--- config.mk ---
export PLATFORM = sky130hd
export DESIGN_NAME = spi_output_controller_dac
export DESIGN_NICKNAME = d
export VERILOG_FILES = /design/src/rtl/spi_dac_pkg.sv /design/src/rtl/spi_output_controller_dac_tick.sv /design/src/rtl/spi_output_controller_dac.sv
export SDC_FILE = /design/constraint.sdc
export NUM_CORES = 1
export LEC_CHECK = 0
export BUFFER_PORTS_ARGS = -buffer_cell sky130_fd_sc_hd__buf_2
export CELL_PAD_IN_SITES_DETAIL_PLACEMENT = 1
export CELL_PAD_IN_SITES_GLOBAL_PLACEMENT = 1
export CORE_UTILIZATION = 41
export DETAILED_ROUTE_END_ITERATION = 7
export GPL_TIMING_DRIVEN = 0
export HOLD_SLACK_MARGIN = 0.15
export PLACE_DENSITY_LB_ADDON = 0.1
export SLEW_MARGIN = 20
export SYNTH_ARGS = -nofsm -noshare
export SYNTH_HDL_FRONTEND = slang
export SYNTH_SLANG_ARGS = --single-unit
--- constraint.sdc ---
create_clock -name clock_50Mhz -period 1.8 [get_ports clock_50Mhz]
set_input_delay 0.18 -clock clock_50Mhz [delete_from_list [all_inputs] [get_ports clock_50Mhz]]
set_output_delay 0.18 -clock clock_50Mhz [all_outputs]
set_load 0.005 [all_outputs]
--- src/rtl/spi_dac_pkg.sv ---
// Shared types and helpers for the DAC7311-class SPI output path.
package spi_dac_pkg;

  typedef enum logic [2:0] {
    IDLE,
    SETUP,
    SHIFT,
    END,
    GAP
  } state_t;

  localparam int unsigned FRAME_BITS = 16;

  localparam logic [1:0] PD_NORMAL = 2'b00;
  localparam logic [1:0] PD_1K     = 2'b01;
  localparam logic [1:0] PD_100K   = 2'b10;
  localparam logic [1:0] PD_HIZ    = 2'b11;

  // DAC frame: power-down bits, 8-bit sample as D11..D4, D3..D0 zero, two don't-care bits.
  function automatic logic [FRAME_BITS-1:0] pack_frame(input logic [1:0] pd,
                                                       input logic [7:0] sample);
    return {pd, sample, 4'b0000, 2'b00};
  endfunction

endpackage

--- src/rtl/spi_output_controller_dac_tick.sv ---
// Half-period strobe generator: one-cycle tick every CLK_DIV clocks while enabled.
module spi_half_period_tick #(
  parameter int unsigned CLK_DIV = 26
) (
  input  logic clock_50Mhz,
  input  logic reset_n,
  input  logic enable,
  output logic tick
);

  localparam int unsigned CW = (CLK_DIV > 1) ? $clog2(CLK_DIV) : 1;
  localparam logic [CW-1:0] LAST = CW'(CLK_DIV - 1);

  logic [CW-1:0] count;

  // Free-running modulo-CLK_DIV counter, held at zero while disabled.
  always_ff @(posedge clock_50Mhz or negedge reset_n) begin
    if (!reset_n) begin
      count <= '0;
    end else if (!enable || count == LAST) begin
      count <= '0;
    end else begin
      count <= count + CW'(1);
    end
  end

  assign tick = enable && (count == LAST);

endmodule

--- src/rtl/spi_output_controller_dac.sv ---
// SPI transmitter streaming 8-bit samples to a 16-bit-frame serial DAC, with a
// one-deep holding register so the next sample can be accepted mid-frame.
module spi_output_controller_dac #(
  parameter int unsigned CLK_DIV       = 26,
  parameter int unsigned CS_HIGH_TICKS = 2,
  parameter int unsigned FRAME_BITS    = 16
) (
  input  logic       clock_50Mhz,
  input  logic       reset_n,
  input  logic [7:0] sample_in,
  input  logic       sample_valid,
  output logic       sample_ready,
  input  logic [1:0] pd_mode,
  output logic       busy,
  output logic       frame_done,
  output logic       dac_sclk,
  output logic       dac_sync_n,
  output logic       dac_mosi
);

  import spi_dac_pkg::*;

  localparam int unsigned IW = $clog2(FRAME_BITS);
  localparam int unsigned GW = (CS_HIGH_TICKS > 1) ? $clog2(CS_HIGH_TICKS) : 1;
  localparam logic [IW-1:0] IDX_LAST = IW'(FRAME_BITS - 1);
  localparam logic [GW-1:0] GAP_LAST = GW'(CS_HIGH_TICKS - 1);

  state_t                state, state_nxt;
  logic [7:0]            hold;
  logic                  hold_full;
  logic                  accept;
  logic                  frame_load;
  logic                  tick;
  logic [FRAME_BITS-1:0] shift_reg, shift_nxt;
  logic [IW-1:0]         bit_idx, idx_nxt;
  logic [GW-1:0]         gap_cnt, gap_nxt;
  logic                  sync_nxt, sclk_nxt, mosi_nxt, done_nxt;

  assign sample_ready = !hold_full;
  assign accept       = sample_valid && !hold_full;
  assign busy         = (state != IDLE);

  spi_half_period_tick #(
    .CLK_DIV (CLK_DIV)
  ) u_tick (
    .clock_50Mhz (clock_50Mhz),
    .reset_n     (reset_n),
    .enable      (state != IDLE),
    .tick        (tick)
  );

  // Holding register: filled on handshake, drained when IDLE loads a frame.
  always_ff @(posedge clock_50Mhz or negedge reset_n) begin
    if (!reset_n) begin
      hold      <= '0;
      hold_full <= 1'b0;
    end else begin
      if (accept) begin
        hold <= sample_in;
      end
      hold_full <= (hold_full && !frame_load) || accept;
    end
  end

  // State and pin registers.
  always_ff @(posedge clock_50Mhz or negedge reset_n) begin
    if (!reset_n) begin
      state      <= IDLE;
      shift_reg  <= '0;
      bit_idx    <= '0;
      gap_cnt    <= '0;
      dac_sync_n <= 1'b1;
      dac_sclk   <= 1'b1;
      dac_mosi   <= 1'b0;
      frame_done <= 1'b0;
    end else begin
      state      <= state_nxt;
      shift_reg  <= shift_nxt;
      bit_idx    <= idx_nxt;
      gap_cnt    <= gap_nxt;
      dac_sync_n <= sync_nxt;
      dac_sclk   <= sclk_nxt;
      dac_mosi   <= mosi_nxt;
      frame_done <= done_nxt;
    end
  end

  // Next-state and next-pin logic; MOSI only moves on rising SCLK (or frame load).
  always_comb begin
    state_nxt  = state;
    shift_nxt  = shift_reg;
    idx_nxt    = bit_idx;
    gap_nxt    = gap_cnt;
    sync_nxt   = dac_sync_n;
    sclk_nxt   = dac_sclk;
    mosi_nxt   = dac_mosi;
    done_nxt   = 1'b0;
    frame_load = 1'b0;
    case (state)
      IDLE: begin
        if (hold_full) begin
          frame_load = 1'b1;
          shift_nxt  = pack_frame(pd_mode, hold);
          sync_nxt   = 1'b0;
          mosi_nxt   = shift_nxt[FRAME_BITS-1];
          idx_nxt    = IDX_LAST;
          state_nxt  = SETUP;
        end
      end
      SETUP: begin
        if (tick) begin
          sclk_nxt  = 1'b0;
          state_nxt = SHIFT;
        end
      end
      SHIFT: begin
        if (tick) begin
          sclk_nxt = !dac_sclk;
          if (!dac_sclk) begin
            if (bit_idx == '0) begin
              state_nxt = END;
            end else begin
              idx_nxt  = bit_idx - IW'(1);
              mosi_nxt = shift_reg[idx_nxt];
            end
          end
        end
      end
      END: begin
        if (tick) begin
          sync_nxt  = 1'b1;
          mosi_nxt  = 1'b0;
          done_nxt  = 1'b1;
          gap_nxt   = '0;
          state_nxt = GAP;
        end
      end
      GAP: begin
        if (tick) begin
          if (gap_cnt == GAP_LAST) begin
            state_nxt = IDLE;
          end else begin
            gap_nxt = gap_cnt + GW'(1);
          end
        end
      end
      default: state_nxt = IDLE;
    endcase
  end

endmodule
==> metrics list, run 1 <==
- STA classifies the critical path startpoint as a register.
* Number of hold-slack violations in the final timing report: 0
* Routed length on met3: 93 um
* Number of warnings reported in the yosys synthesis log: 0
- In the synthesized netlist the async set-or-reset flop fraction comes to 1.000.
- The detailed router finished its first iteration with 56 violations.
* Utilization after layout: 0.5549
- Beginning of the critical path: bit_idx[0]
- Final critical-path required period: 1760 ps
* Final period utilization: 0.9779
* Leakage Power: 0.0009669 uW
- Global route overflow: 0
* Area overhead of the layout relative to synthesis: 29.30%
* Reported max-cap violation count: 0
- Number of synthesized flops with an enable pin: 0
- Register bit count reported by yosys: 36
- Of all nets on the critical path, the largest fanout is 5.
- Standard cell core area: 0.004000 mm^2
- The die covers 0.004450 mm^2.
- The min-delay analysis places its worst path in the category reg -> reg.
* Sequential element share of the synthesized area: 0.5262
- Worst R2R Setup Slack: 40 ps
- The worst register-to-register path has a depth of 6.
* Count of final max-slew check failures: 0
* Horizontal extent of the die: 66.71 um
- TritonCTS created 5 clock buffers.
* Number of instances in the synthesized netlist: 148
- Critical Setup Path Class: reg -> reg
* Number of distinct library cells after synthesis: 43
- Setup violations remaining at the end of the flow were counted as 0.
- Total number of vias: 1311
- Clock slew at reported path FFs: 80 ps
* Maximum number of pins on one net before global-route repair: 37
- Detail Placement HPWL: 2512 um
- First-pass GRT wire length: 6009 um
- Summing every instance area after synthesis gives 0.001717 mm^2.
- Mean cell area of the mapped netlist: 11.60 um^2
* Minimum setup slack after placement: -209.6 ps
* Top area cells in the synthesized netlist: dfrtp_1, mux2_2, nor2_1
- dfrtp_1 is the most common cell in the netlist.
* Leading post-synthesis cells by instance count: dfrtp_1, mux2_2, nor2_1
- Initial antenna violation count: 0
- Count of boundary I/O pins: 19
* Remaining number of nets flagged by the antenna check after routing: 0
- Remaining max-slew budget at the tightest pin: 0.4663
- The number of nets handed over by synthesis was 164.
- Number of global-route vias before repair: 1308
- Of the cells placed in the final design, the portion with a size suffix greater than 1 is 0.3660.
- Flip-flop count of the largest register after layout: 10
- RSZ-0062 raised after global routing: yes
- The floorplan step set the die height to 66.71 um.
* Clock buffer depth: 2
* Status: finished, final reports clean
- Biggest area consumer among synthesized cells: dfrtp_1
- Routed length on met1: 1741 um
* Nets: 209
- H-tree depth reported by CTS: 2
- DR DRC count: 0
- Overall Global Routing Usage: 0.1861
* Cell at the root of the clock tree: clkbuf_8
- The repair_antennas step left the layout with diodes totalling 0.
- Critical path arrival: 1920 ps
* P per Cell Area: 1516 mW/mm^2
- In the post-route analysis, the smallest setup slack over all paths is 39.80 ps.
* Critical path data required time: 1960 ps
* Critical Path Sink Type: register
- Port Buf Inserts: 18
- Among all flip-flop cells after synthesis, the most frequent one is dfrtp_1.
* Clock skew: 5.854 ps
- DR vias/cell: 5.373
- Dividing the detail-routed wire length by the instance count gives 15.43 um.
* Detailed-route wire length: 3766 um
- Peak supply drop: 0.7460 mV
* Initial Util: 0.4292
- The startpoint identified for the worst register-to-register timing path is bit_idx[0].
- At the later pin of the worst-skew pair, clock insertion delay measures 290 ps.
- The initialized floorplan defines 23 standard-cell rows.
- After detailed routing, no signal wire sits above met4.
- Total iterations of the first detailed-routing run: 4
- Following the worst setup path forward leads to its endpoint at dac_mosi.
- Reg-to-Reg End: dac_mosi
* Routability Congestion: 0.7723
- Timing would allow up to 0.5681 GHz.
- Wire segments on met2 add up to 1868 um in the final route.
- TritonCTS built the clock tree.
- For the pin with the worst max-slew slack, the measured transition is 800.5 ps.
- Share of the synthesized area in the top cell type: 0.4956
- The tree built by TritonCTS fans out to 36 sinks.
metal layers:
metal | GRT usage | up-vias
met4 | 0.07979 | 0
li1 | - | 621
met3 | 0.03596 | 6
met5 | 0 | -
met1 | 0.2314 | 662
met2 | 0.3119 | 22
worst min path at each step:
stage                        from       endpoint  cells past startpoint
finish                 dac_sync_n     dac_sync_n                      2
global route        shift_reg[11]  shift_reg[11]                      1
CTS                    dac_sync_n     dac_sync_n                      2
detailed placement        reset_n       state[1]                      1
global placement          reset_n        gap_cnt                      1
floorplan                 reset_n     bit_idx[0]                      0
power by group:
| part | total [uW] | switching [uW] | internal, uW | leakage, uW |
|---|---|---|---|---|
| Sequential | 1370 | 217 | 1150 | 0.000412 |
| Clock | 710 | 301 | 410 | 0.0000541 |
| Combinational | 1290 | 548 | 740 | 0.000501 |
| Total | 3370 | 1070 | 2300 | 0.000967 |
per-stage QoR:
step | instances | cell area, um^2 | setup TNS [ps] | hold slack, ps | power, uW
finish | 244 | 2220 | 0 | 499.6 | 3365
global route | 244 | 2220 | -60.81 | 524.2 | 3596
CTS | 239 | 2168 | 0 | 503.6 | 3338
detailed placement | 216 | 1883 | -680.5 | 318.3 | 2470
global placement | 216 | 1883 | -519.9 | 307.4 | 2386
floorplan | 148 | 1730 | 0 | -115.6 | 2158
logic make-up after synthesis:
family	count (synthesis)	share of synthesized area
AO/OA/AOI/OAI	23	0.08966
XOR/XNOR	5	0.02551
adder cells (fa/ha/maj)	3	0.02187
buffers and inverters	12	0.03207
flip-flops	36	0.5262
multiplexers	22	0.1567
AND/OR/NAND/NOR	47	0.1480
layout by cell type (no fill, tap or decap), types with 2 or more instances in the layout:
master	count
clkbuf_1	3
dfrtp_1	34
inv_1	5
nor3_1	6
and2_1	2
clkbuf_8	5
buf_4	7
ha_1	2
xnor2_1	3
nand3_1	2
o22a_1	2
o31ai_1	2
dlygate4sd3_1	12
nor2b_1	2
o21ai_0	7
buf_6	2
nor2_1	15
buf_2	19
xor2_1	2
nand2_1	7
mux2_2	19
a31oi_1	2
dfstp_2	2
mux4_2	2
cell type report:
cell class / count / area, um^2
Sequential cell: 36 / 903.4
Buffer: 6 / 38.79
Timing Repair Buffer: 38 / 282.8
Inverter: 6 / 25.02
Clock inverter: 3 / 42.54
Fill cell: 431 / 1780
Tap cell: 50 / 62.56
Multi-Input combinational cell: 100 / 795.8
Clock buffer: 5 / 68.82
worst max-delay path: stages, from the launching register on:
cell and delay, ps:
dfrtp_1 370, buf_6 130, buf_12 120, or4_1 540
and2_1 180, o211ai_1 180, a31oi_1 110
timing repair:
| item | CTS | global route |
|---|---|---|
| setup endpoints to repair | 5 | 4 |
| hold endpoints to repair | 45 | 0 |
| setup buffers | 3 | 5 |
| hold buffers | 12 | 0 |
| resized for setup | 4 | 4 |
| pin swaps | 0 | 2 |
(Power assumes the default switching activity.)
==> inputs of run 2 (changes only) <==
Settings changed: CORE_UTILIZATION 41 to 49.
Clock period 1.8 ns to 2.1 ns, I/O delays scaled along.
==> metrics list, run 2 (synthesized netlist as in run 1, its figures left out) <==
* Remaining number of nets flagged by the antenna check after routing: 0
* Worst-margin pin slew: 785.9 ps
- Post-CTS timing repair inserted 0 buffers for setup.
* Leakage Power: 0.0009061 uW
* Crit-path leading delay family: simple AND/OR/NAND/NOR gates
- On the worst path, the slowest cell contributes a delay of 510 ps.
* Nets: 201
* Number of hold-slack violations in the final timing report: 0
* Final setup fails: 0
- Power spread over the standard cell area amounts to 1225 mW/mm^2.
* Die area: 0.003744 mm^2
* Initial Util: 0.5144
* Power after layout: 2540 uW
- Clock Sinks: 36
* Global route overflow: 0
- Worst R2R Setup Slack: 110 ps
* Status: finished, final reports clean
- Total clock buffers created by CTS: 5
- In this run the critical register-to-register path is launched from bit_idx[0].
- Register cell area after layout: 903.4 um^2
* Proportion of layout cells with a drive suffix above 1: 0.3189
- Clock Latency Late Sink: 340 ps
* Critical path arrival: 2230 ps
- The most critical setup path has its startpoint at bit_idx[0].
- Reg-to-Reg End: bit_idx[3]
* Cell at the root of the clock tree: clkbuf_4
- Summing over every cut layer, the via total after detailed routing is 1244.
* Port Buf Inserts: 18
- Final std cells w/o fill: 232
- In this run the tightest slew margin relative to its limit is 0.4761.
- Footprint of the multi-input gates: 777.0 um^2
- Detailed-route wire length: 3618 um
- Area overhead of the layout relative to synthesis: 20.77%
* FILL cells: 371
- The clock tree synthesis step divided the H-tree into 2 levels.
* Worst r2r path cells: 7
- Clock skew: 11.08 ps
- Clock buffer depth: 2
- The critical path contains buffers and inverters numbering 2 combined.
* Count of boundary I/O pins: 19
- Maximum number of pins on one net before global-route repair: 37
* Path category of the worst min-delay check: in -> async
- Setup repair after global routing left no endpoint under its margin.
- The via count of the first global-routing pass came to 1339.
- The worst setup path is of the reg -> reg kind.
* Leading cell type in the layout, fill and taps excluded: dfrtp_1
- First-pass GRT wire length: 6072 um
* CP startpoint kind: register
- Using the TritonRoute via totals, the vias-per-cell ratio works out to 5.362.
* Clock slew at reported path FFs: 110 ps
- Number of cells on the critical path: 7
- Peak supply drop: 0.5978 mV
- Once placement completed, the tool counted placed cells totaling 212.
* Critical Path Sink Type: register
- Overall Global Routing Usage: 0.2295
- The register with the most flip-flops in the layout has 10 of them.
- The die is 61.19 um tall.
- Detail Placement HPWL: 2517 um
- The clock period could shrink to 1991 ps.
- For this run, the top clock speed supported by timing is 0.5023 GHz.
- CP Capture Point: bit_idx[3]
- For this run, design rule violations remaining after detail routing come to 0.
- Final period utilization: 0.9480
* Cell chain of the critical path: clkbuf_4 > inv_1 > ha_2 > or3b_2 > a21oi_4 > nor3_1 > o22a_1
* Reported max-cap violation count: 0
* Top library cells by usage in the layout, fill and taps aside: dfrtp_1, buf_2, mux2_2
- Horizontal extent of the die: 61.19 um
* Initial antenna violation count: 0
- Std cell rows: 21
- DRT iter0 DRCs: 66
* Count of final max-slew check failures: 0
* Average wire length per cell after detail routing: 15.59 um
- At the worst endpoint, the required time is 2340 ps.
- Maximum fanout count along the critical path: 7
* Total iterations of the first detailed-routing run: 4
- Critical path's slowest cell: or3b_2
- TritonCTS built the clock tree.
* Standard cell core area: 0.003337 mm^2
* Routability Congestion: 0.8113
[run 2: how the worst min path moves through the flow]
stage	end	slack, ps	from
4_1_cts	gap_cnt	510	reset_n
5_1_grt	dac_sync_n	530	dac_sync_n
2_1_floorplan	bit_idx[0]	-90	reset_n
6_report	bit_idx[3]	470	reset_n
3_3_place_gp	gap_cnt	330	reset_n
3_5_place_dp	state[1]	340	reset_n
[run 2: power by group]
part | switching (uW) | internal, uW | leakage (uW)
clock network | 228 | 190 | 0.0000374
logic | 424 | 518 | 0.000457
registers | 196 | 983 | 0.000412
[run 2: routing by layer]
layer  track usage  part of all wire  vias up
met2        0.3913              0.52       18
li1              -                 -      598
met5             0                 0        -
met4        0.1039             0.010        0
met1        0.2673              0.44      624
met3       0.06723             0.028        4
[run 2: layout make-up]
class | count | area share
flip-flops and latches | 36 | 0.4357
multi-input cells | 100 | 0.3748
repair buffers | 30 | 0.1014
clock buffers | 7 | 0.03138
well taps | 46 | 0.02776
plain buffers | 6 | 0.01690
inverters | 6 | 0.01086
diodes | 1 | 0.001207
[run 2: what timing repair did]
action	4_1_cts	5_1_grt
pin swaps	0	1
setup endpoints to repair	4	5
resized for setup	1	4
hold buffers	12	0
hold endpoints to repair	46	0
[run 2: per-stage QoR]
stage / hold WS (ps) / cell area, um^2 / setup TNS (ps) / utilization / setup WS, ps
6_report: 470.8 / 2073 / 0 / 0.6213 / 109.2
5_1_grt: 534.9 / 2071 / 0 / 0.6205 / 5.529
2_1_floorplan: -85.59 / 1717 / 0 / - / 144.5
3_3_place_gp: 327.2 / 1864 / -228.3 / 0.5587 / -81.05
3_5_place_dp: 343.1 / 1864 / -381.0 / 0.5587 / -113.4
4_1_cts: 507.0 / 2053 / 0 / 0.6153 / 0.8036
